`src/rtl/fuego_pkg.sv`:
```
// Shared constants for the fire-alarm evaluator: channel indices, FSM encodings
// and the sample width.
package fuego_pkg;

  localparam int W = 11;

  localparam logic [1:0] CH_T_ALTA  = 2'd0;
  localparam logic [1:0] CH_T_MEDIA = 2'd1;
  localparam logic [1:0] CH_HUMO    = 2'd2;
  localparam logic [1:0] CH_ELEC    = 2'd3;

  typedef enum logic [1:0] {
    NORMAL     = 2'b00,
    PRECAUCION = 2'b01,
    INCENDIO   = 2'b10,
    ESPERA_ACK = 2'b11
  } estado_t;

endpackage

```
`src/rtl/filtro_canal.sv`:
```
// Per-channel persistence filter: a flag sets after N_ACT consecutive
// over-threshold samples and clears after N_DES consecutive ones at/under it.
module filtro_canal #(
  parameter int N_ACT = 4,
  parameter int N_DES = 8
) (
  input  logic clk,
  input  logic reset,
  input  logic actualizar,
  input  logic over,
  output logic flag
);

  localparam logic [3:0] ACT_C = 4'(N_ACT);
  localparam logic [3:0] DES_C = 4'(N_DES);

  logic [3:0] cnt;
  logic [3:0] cnt_inc;

  assign cnt_inc = cnt + 4'd1;

  // cnt counts samples that disagree with the current flag; an agreeing sample restarts it
  always_ff @(posedge clk or negedge reset) begin
    if (!reset) begin
      cnt  <= '0;
      flag <= 1'b0;
    end else if (actualizar) begin
      if (flag == over) begin
        cnt <= '0;
      end else if (cnt_inc == (flag ? DES_C : ACT_C)) begin
        flag <= ~flag;
        cnt  <= '0;
      end else begin
        cnt <= cnt_inc;
      end
    end
  end

endmodule

```
`src/rtl/evaluador_alarmas.sv`:
```
// Fire-alarm evaluator: demultiplexes the sensor stream, debounces each channel
// against its threshold and runs the fire-control FSM that drives the actuators.
module evaluador_alarmas
  import fuego_pkg::*;
#(
  parameter logic [W-1:0] UMBRAL_T_ALTA  = 11'd600,
  parameter logic [W-1:0] UMBRAL_T_MEDIA = 11'd400,
  parameter logic [W-1:0] UMBRAL_HUMO    = 11'd300,
  parameter logic [W-1:0] UMBRAL_ELEC    = 11'd900,
  parameter int           N_ACT          = 4,
  parameter int           N_DES          = 8
) (
  input  logic         clk,
  input  logic         reset,
  input  logic [W-1:0] dato_in,
  input  logic [1:0]   canal,
  input  logic         dato_valido,
  input  logic         ack_alarma,
  output logic [3:0]   flags,
  output logic [1:0]   estado,
  output logic         alarma,
  output logic         rociadores,
  output logic         ventilacion,
  output logic         corte_elec
);

  localparam logic [3:0][W-1:0] UMBRAL = {UMBRAL_ELEC, UMBRAL_HUMO, UMBRAL_T_MEDIA, UMBRAL_T_ALTA};

  logic [3:0] over;
  logic       fuego;
  logic       aviso;
  estado_t    st;

  for (genvar i = 0; i < 4; i++) begin : g_canal
    assign over[i] = dato_in > UMBRAL[i];
    filtro_canal #(.N_ACT(N_ACT), .N_DES(N_DES)) u_filtro (
      .clk        (clk),
      .reset      (reset),
      .actualizar (dato_valido && (canal == 2'(i))),
      .over       (over[i]),
      .flag       (flags[i])
    );
  end

  // Elec is deliberately left out of the FSM; it only forces the mains cut-off
  assign fuego = flags[CH_T_ALTA] | (flags[CH_T_MEDIA] & flags[CH_HUMO]);
  assign aviso = flags[CH_T_MEDIA] | flags[CH_HUMO];

  always_ff @(posedge clk or negedge reset) begin
    if (!reset) begin
      st <= NORMAL;
    end else begin
      case (st)
        NORMAL:     if (fuego) st <= INCENDIO; else if (aviso) st <= PRECAUCION;
        PRECAUCION: if (fuego) st <= INCENDIO; else if (!aviso) st <= NORMAL;
        INCENDIO:   if (!fuego) st <= ESPERA_ACK;
        ESPERA_ACK: if (fuego) st <= INCENDIO; else if (ack_alarma) st <= NORMAL;
        default:    st <= NORMAL;
      endcase
    end
  end

  // Decoded from registers only, so an async reset silences every actuator at once
  assign estado      = st;
  assign alarma      = (st == INCENDIO) || (st == ESPERA_ACK);
  assign rociadores  = (st == INCENDIO);
  assign ventilacion = (st == PRECAUCION);
  assign corte_elec  = (st == INCENDIO) || flags[CH_ELEC];

endmodule
```
`config.mk`:
```
export PLATFORM = sky130hd
export DESIGN_NAME = evaluador_alarmas
export DESIGN_NICKNAME = d
export VERILOG_FILES = /design/src/rtl/fuego_pkg.sv /design/src/rtl/filtro_canal.sv /design/src/rtl/evaluador_alarmas.sv
export SDC_FILE = /design/constraint.sdc
export NUM_CORES = 1
export LEC_CHECK = 0
export BUFFER_PORTS_ARGS = -buffer_cell sky130_fd_sc_hd__buf_2
export CORE_MARGIN = 2
export CORE_UTILIZATION = 35
export CTS_CLUSTER_DIAMETER = 30
export DETAILED_ROUTE_END_ITERATION = 12
export MAX_ROUTING_LAYER = met4
export PLACE_DENSITY = 0.57
export SKIP_CTS_REPAIR_TIMING = 1
export SLEW_MARGIN = 30
export SYNTH_ARGS = -nofsm -noshare
export SYNTH_HDL_FRONTEND = slang
export SYNTH_SLANG_ARGS = --single-unit
export TNS_END_PERCENT = 50
```
`constraint.sdc`:
```
create_clock -name clk -period 1.8 [get_ports clk]
set_clock_uncertainty 0.15 [all_clocks]
set_input_delay 0.27 -clock clk [delete_from_list [all_inputs] [get_ports clk]]
set_output_delay 0.27 -clock clk [all_outputs]
set_load 0.02 [all_outputs]
```
---- Yosys cells after proc, flatten, opt, wreduce, memory -nomap -nowiden ----
Index checks and enable logic that the tools add are counted.
word-level totals
  register bits after elaboration ......... 22
operators by class
  $add $sub $neg .......................... 4
  order comparisons ....................... 4
  equal/unequal tests ..................... 18
  mux-type cells .......................... 20
  bitwise logic cells ..................... 11
  reduce and logical (&&, ||, !) cells .... 13
operators with widths
  operator                number
  $mux W4                 12
  $gt A11 B10 Y1 const B  2
  $gt A11 B9 Y1 const B   2
  $add A4 B1 Y4 const B   4
  $eq A4 B4 Y1            4
  $mux W2                 7
  $reduce_and A3 Y1       4
  $ne A3 B3 Y1 const B    3
  $eq A2 B2 Y1 const B    4
  $not A1 Y1              8
  $pmux W2 S4             1
  $eq A1 B1 Y1            4
  $eq A2 B1 Y1 const B    2
  $logic_and A1 B1 Y1     4
  $logic_not A2 Y1        2
  $reduce_and A4 Y1       1
  $logic_or A1 B1 Y1      2
  $ne A2 B2 Y1 const B    1
  $or A1 B1 Y1            2
  $and A1 B1 Y1           1

---- Logic depth before layout (Yosys ltp) ----
Gate-level depths: netlist (run 1).
  depth after elaboration ................. 4
  depth in mapped cells ................... 7
  depth with buffers taken out ............ 7

---- Cells and area by module ----
From an unflattened synthesis (run 1), not the netlist that was laid out.
second synthesis, totals
  cells, all modules ...................... 177
  area total of the unflattened synthesis .. 1545.2 µm²
modules (own cells, without submodules)
  module             times used  cells an instance  area each (µm²)
  filtro_canal       4           35                 322.8
  evaluador_alarmas  1           37                 254.0

---- Worst setup path before layout (run 1) ----
OpenSTA, ideal clock, no wires.
  kind .................................... input-to-reg
  from .................................... input dato_in[2]
  to ...................................... register g_canal[0].u_filtro.cnt[0]
  data arrival time ....................... 1.889 ns
  required time ........................... 1.525 ns
  setup slack ............................. -0.364 ns
  cell stages on the path ................. 6
  path buffers ............................ 0
  cells stage by stage .................... or4b_1 -> a31o_1 -> a311oi_2 -> xor2_2 -> nor3_2 -> mux2_2
on the way
  cells in the longest elaborated chain, start to end .. 3
RTL lines
  element               RTL line                 source
  from (decl)           evaluador_alarmas.sv:15  input logic [W-1:0] dato_in,
  $gt A11 B10 Y1        evaluador_alarmas.sv:35  assign over[i] = dato_in > UMBRAL[i];
  $eq A1 B1 Y1          filtro_canal.sv:28       if (flag == over) begin
  $mux W4               filtro_canal.sv:28
  to (signal assigned)  filtro_canal.sv:34       cnt <= cnt_inc;
  to (decl)             filtro_canal.sv:17       logic [3:0] cnt;
Every way passes these cells.
A chain may end at the register's enable or synchronous reset.

---- Final worst setup path (run 1) ----
Same ends and word-level chain as after synthesis.

==> results of run 1 <==
[synth_stat cells (3+ instances only)]
cell and n:
or2_2 4, nor3_1 4, nand3_1 12, xnor2_1 4
ha_1 7, nand2_1 33, mux2_2 3, inv_1 4
clkbuf_1 4, nor2b_1 5, dfrtp_1 22, o311ai_0 3
xor2_1 5, nand3b_1 3, buf_4 4, o21ai_0 15
a21oi_1 3, nor2_1 11, nor3b_1 3
[sequential cells by signal, summed over array words and instances, names as in the netlist, named ones only]
name	flops
g_canal.u_filtro.cnt	16
estado	1
g_canal.u_filtro.flag	4
[power groups by stage]
| stage | Sequential (mW) | Clock (mW) | Combinational [mW] |
|---|---|---|---|
| 5_1_grt | 0.790 | 0.334 | 0.830 |
| 3_5_place_dp | 0.759 | 0 | 0.691 |
| 6_report | 0.763 | 0.306 | 0.726 |
| 3_3_place_gp | 0.760 | 0 | 0.682 |
| 4_1_cts | 0.751 | 0.319 | 0.700 |
| 2_1_floorplan | 0.738 | 0 | 0.422 |
[cells by family after synthesis]
kind of cell | share of synthesized area
buffers and inverters | 0.04656
AO/OA/AOI/OAI | 0.1965
XOR/XNOR | 0.05998
multiplexers | 0.02762
adder cells (fa/ha/maj) | 0.05525
flip-flops | 0.3473
AND/OR/NAND/NOR | 0.2668
[worst max path at each step]
stage | start | to
6_report | dato_in[2] | g_canal[0].u_filtro.cnt[0]$_DFFE_PN0P_
5_1_grt | g_canal[1].u_filtro.cnt[0]$_DFFE_PN0P_ | g_canal[1].u_filtro.flag$_DFFE_PN0P_
4_1_cts | g_canal[1].u_filtro.cnt[0]$_DFFE_PN0P_ | g_canal[1].u_filtro.flag$_DFFE_PN0P_
3_5_place_dp | dato_in[2] | g_canal[0].u_filtro.cnt[2]$_DFFE_PN0P_
3_3_place_gp | dato_in[2] | g_canal[0].u_filtro.cnt[0]$_DFFE_PN0P_
2_1_floorplan | dato_in[2] | g_canal[0].u_filtro.cnt[0]$_DFFE_PN0P_
[routing by layer]
metal	wire length, um	up-vias	track usage	share of wire
met1	1680	656	0.1979	0.49
met5	0	-	-	0
li1	-	771	-	-
met4	54	0	0.05031	0.016
met2	1559	33	0.2284	0.45
met3	141	5	0.01688	0.041
[cell type report]
class / count / area, um^2
Timing Repair Buffer: 55 / 354.1
Fill cell: 412 / 2321
Tap cell: 52 / 65.06
Inverter: 4 / 15.01
Multi-Input combinational cell: 149 / 1005
Sequential cell: 22 / 553.0
Clock buffer: 3 / 41.29
[metrics by stage]
stage	worst slack (ns)	total power [mW]	cells	utilization	hold slack (ns)
3_3_place_gp	-0.4199	1.442	280	0.4420	0.1207
3_5_place_dp	-0.4535	1.451	280	0.4420	0.1210
5_1_grt	-0.2450	1.954	285	0.4670	0.1524
4_1_cts	-0.1849	1.770	283	0.4514	-0.1629
2_1_floorplan	-0.2643	1.161	184	-	-0.1756
6_report	-0.1640	1.795	285	0.4670	0.1365
[worst max-delay path: stages]
cell	delay [ns]
buf_2	0.10
or4b_1	0.51
a31o_1	0.22
a311oi_4	0.27
xor2_2	0.27
nor3_2	0.08
mux2_2	0.26
==> metrics, run 1 <==
leak pwr=0.8864 nW; Max Cap Viol=0; Site Rows=24; pwr dens=882.9 nW/um^2; CP arrival=1.97 ns; Syn Nets=208; initial antenna violation count=0; cell area after placement=1924 um^2; Flop pwr share=0.425; Die Ht=71.30 um; Residual DRC=0; Detail Placement HPWL=2.635 mm; Design Area, Final=2033 um^2; Core Region=4354 um^2; DRT Pass-1 Iters=4; Post-Syn Instances=184; CTS Buffer Depth=2; gp weighted congestion=0.8439; period utilisation layout=1.091; Clk pwr share=0.170; Final Hold Vio Count=0; hold crit path type=in2reg; crit path kind=in2reg; Vias=1465; diode count=0; Cell Int Power=1.139 mW; Starting Density=0.3641; Avg WL per Cell=12.06 um; Final nets=259; share of the synthesized area in the top cell type=0.3473; remaining antenna violation count after routing=0; startpoint types=input pin; worst flop-to-flop path endpoint=g_canal[1].u_filtro.flag$_DFFE_PN0P_; Port Buffer Count=26; Total GRT Usage=0.1463; layout cells sized above 1=0.3305; Synth area leaders=dfrtp_1 35%, nand2_1 7.8%, ha_1 5.5%, o21ai_0 4.7%, nand3_1 3.8%; Seq/Total Area, Yosys=0.3473; clk_lat worst skew=0.26 ns; largest net degree at the start of global routing=23; DRT iter0 DRCs=73; fin crit period=1.964 ns; synth unique cells=48; fmax=509.2 MHz; final slew viol count=0; setup violators final=4; CTS tree=yes; R2R depth=6; maximum vdd drop=0.0002804 V; Slew HR=0.6588; chip width=71.30 um; Hold Path Origin=ack_alarma; Ys Warns=0; Vias per Instance=5.140; reg2reg start=g_canal[1].u_filtro.cnt[0]$_DFFE_PN0P_; Clock transition at path regs=0.08 ns; Tightest Pin Transition=0.5106 ns; failing checks=negative setup slack; switching pwr=655.8 uW; CTS H-tree depth=1; Mapped Area=1585 um^2; EDFF count, synth=0; first-pass GRT wire length=5.906 mm; WP data required=1.80 ns; status=finished, violations left; commonest cells after routing, fill and taps aside=33 x nand2_1, 27 x buf_4, 26 x buf_2; Main synth FF type=dfrtp_1; Yosys top cell by area=dfrtp_1; number of global-route vias before repair=1362; die area=5084 um^2; GRT overflow=0; unrepaired setup endpoints after global routing=true; Clock Sinks=22; CTS buffer count=3; CP endpoint kind=register; average size of a mapped cell=8.616 um^2; FF-to-FF setup slack=-0.13 ns; flops & latches, synth=22; CP Max Fanout=4; part of the power in combinational logic=0.404; final wirelength=3.436 mm; setup_tns=-0.5028 ns; Area growth syn-to-layout=28.26%; clk root buf=clkbuf_8; IO Pins=27; fraction of registers with async set or reset after synthesis=1.000; PnR worst setup slack=-0.1640 ns; most common cell after layout, fill and taps aside=nand2_1; WHS Path Cells=4; sw frac=0.3653
(Power assumes the default switching activity.)
==> inputs of run 2 (changes only) <==
- CELL_PAD_IN_SITES_DETAIL_PLACEMENT: not set -> 1
- CELL_PAD_IN_SITES_GLOBAL_PLACEMENT: not set -> 1
- PLACE_DENSITY: 0.57 -> 0.72
==> run 2 against run 1 <==
  * The run still ends with negative setup slack left
  * Non-clock buffer count increased by 7
  * Via count up 9.7%
  * Clock power up 56%
  * Global-route usage grew 4.6 points
  * Final area rose by 8.4%
  * Critical path type unchanged
==> metrics, run 2 (synthesis gave the netlist of run 1 again) <==
status=finished, violations left; failing checks=negative setup slack; period utilisation layout=1.112 (+0.02077); CP endpoint kind=register; worst hold slack=0.1403 ns (+0.003878 ns); Area growth syn-to-layout=39.07%; Placed Cells=285 (+1.8%); largest net degree at the start of global routing=23 (unchanged); Finished Layout Cells=293 (+2.8%); Avg WL per Cell=15.29 um (+27%); R2R depth=6 (unchanged); initial antenna violation count=0 (unchanged); total chip power=2.145 mW (+20%); FF-to-FF setup slack=-0.17 ns (-0.04 ns); Clock transition at path regs=0.09 ns (about the same); maximum vdd drop=0.0004792 V (+71%); clk_lat worst skew=0.27 ns (about the same); commonest cells after routing, fill and taps aside=33 x buf_4, 29 x nand2_1, 25 x buf_2; Detail Placement HPWL=3.372 mm (+28%); Vias=1607 (+9.7%); DRT Pass-1 Iters=4 (unchanged); WHS Path Cells=3 (-1); Hold Path Origin=ack_alarma; fin crit period=2.001 ns (+0.03739 ns); Site Rows=24 (unchanged); setup_tns=-0.6910 ns (-0.1882 ns); first-pass GRT wire length=7.652 mm (+30%); WHS Endpoint=estado[0]$_DFFE_PN0P_; final slew viol count=0 (unchanged); Vias per Instance=5.485 (+6.7%); leak pwr=0.9584 nW (+8.1%); Max Cap Viol=0 (unchanged); Slew HR=0.6295 (-0.02939); Clock Sinks=22 (unchanged); cell area after placement=1962 um^2 (+2.0%); hold crit path type=in2reg; final wirelength=4.480 mm (+30%); Port Buffer Count=26 (unchanged); Die Ht=71.30 um (unchanged); setup violators final=6 (+2); CP Buf/Inv Count=1 (unchanged); CP arrival=2.02 ns (+0.05 ns); Core Region=4354 um^2 (unchanged); die area=5084 um^2 (unchanged); Design Area, Final=2205 um^2 (+8.4%); CTS Buffer Depth=2 (unchanged); gp weighted congestion=0.8562 (+1.5%); worst setup path startpoint=dato_in[2]; most common cell after layout, fill and taps aside=buf_4; pwr dens=973.1 nW/um^2 (+10%); slowest CP cell=or4b_4; CP Max Fanout=4 (unchanged); crit path kind=in2reg; GRT overflow=0 (unchanged); layout cells sized above 1=0.4357 (+0.1052); reg2reg start=g_canal[0].u_filtro.cnt[0]$_DFFE_PN0P_; CTS tree=yes; final core occ=0.5063 (+0.03937); WP data required=1.82 ns (+0.02 ns); Largest Register=g_canal.u_filtro.cnt; remaining antenna violation count after routing=0 (unchanged); Total GRT Usage=0.1926 (+0.04631); PnR worst setup slack=-0.2014 ns (-0.03739 ns); crit-path cells=buf_6 > or4b_4 > a31o_1 > a311oi_2 > xor2_2 > nor3_2 > mux2_2; Final Hold Vio Count=0 (unchanged); Starting Density=0.3641 (unchanged); CP delay by family, top=simple AND/OR/NAND/NOR gates; diode count=0 (unchanged); worst flop-to-flop path endpoint=g_canal[0].u_filtro.cnt[0]$_DFFE_PN0P_; CTS H-tree depth=1 (unchanged); CP peak stage delay=0.52 ns (about the same); CTS buffer count=3 (unchanged); Final nets=266 (+2.7%); DRT iter0 DRCs=62 (-15%); max reg flops=16 (unchanged); startpoint types=input pin; IO Pins=27 (unchanged); Residual DRC=0 (unchanged); number of global-route vias before repair=1660 (+22%); fmax=499.7 MHz (-1.9%); clk root buf=clkbuf_8; pre-CTS WS=-0.5073 ns (-0.05379 ns); chip width=71.30 um (unchanged); Tightest Pin Transition=0.5546 ns (+0.04398 ns); unrepaired setup endpoints after global routing=true
run 2: cell count changes in the layout (fill, tap and decap cells not counted), sizes merged:
cell	delta
buf	+7
bufinv	+1
run 2: final cells by class:
cell class                 count  area (um^2)
fill                         521         2150
multi-input combinational    149         1081
sequential                    22        555.5
timing repair buffer          62        416.7
tap                           52        65.06
clock buffer                   3        41.29
clock inverter                 1        30.03
inverter                       4        15.01
run 2: how the worst max path moves through the flow:
stage	endpoint	cells past startpoint
2_1_floorplan	g_canal[0].u_filtro.cnt[0]$_DFFE_PN0P_	6
3_3_place_gp	g_canal[0].u_filtro.cnt[2]$_DFFE_PN0P_	7
5_1_grt	g_canal[0].u_filtro.cnt[0]$_DFFE_PN0P_	7
6_report	g_canal[0].u_filtro.cnt[0]$_DFFE_PN0P_	7
3_5_place_dp	g_canal[0].u_filtro.cnt[2]$_DFFE_PN0P_	7
4_1_cts	g_canal[0].u_filtro.cnt[0]$_DFFE_PN0P_	6
run 2: worst min-delay path: cells and delay by family:
| kind | cells | cell delay (ns) |
|---|---|---|
| buffers and inverters | 1 | 0.09 |
| AO/OA/AOI/OAI | 1 | 0.10 |
| AND/OR/NAND/NOR | 1 | 0.07 |
run 2: per-layer routing:
| metal | track usage | up-vias | wire [um] |
|---|---|---|---|
| met4 | 0.04612 | 0 | 21 |
| met3 | 0.02954 | 2 | 119 |
| met1 | 0.2325 | 803 | 1998 |
| li1 | - | 776 | - |
| met5 | - | - | 0 |
| met2 | 0.3374 | 26 | 2340 |
run 2: where the power goes:
part	total [mW]	switching, mW	leakage (nW)	internal, mW
Combinational	0.868	0.419	0.665	0.449
Sequential	0.802	0.187	0.258	0.615
Clock	0.476	0.178	0.0357	0.298
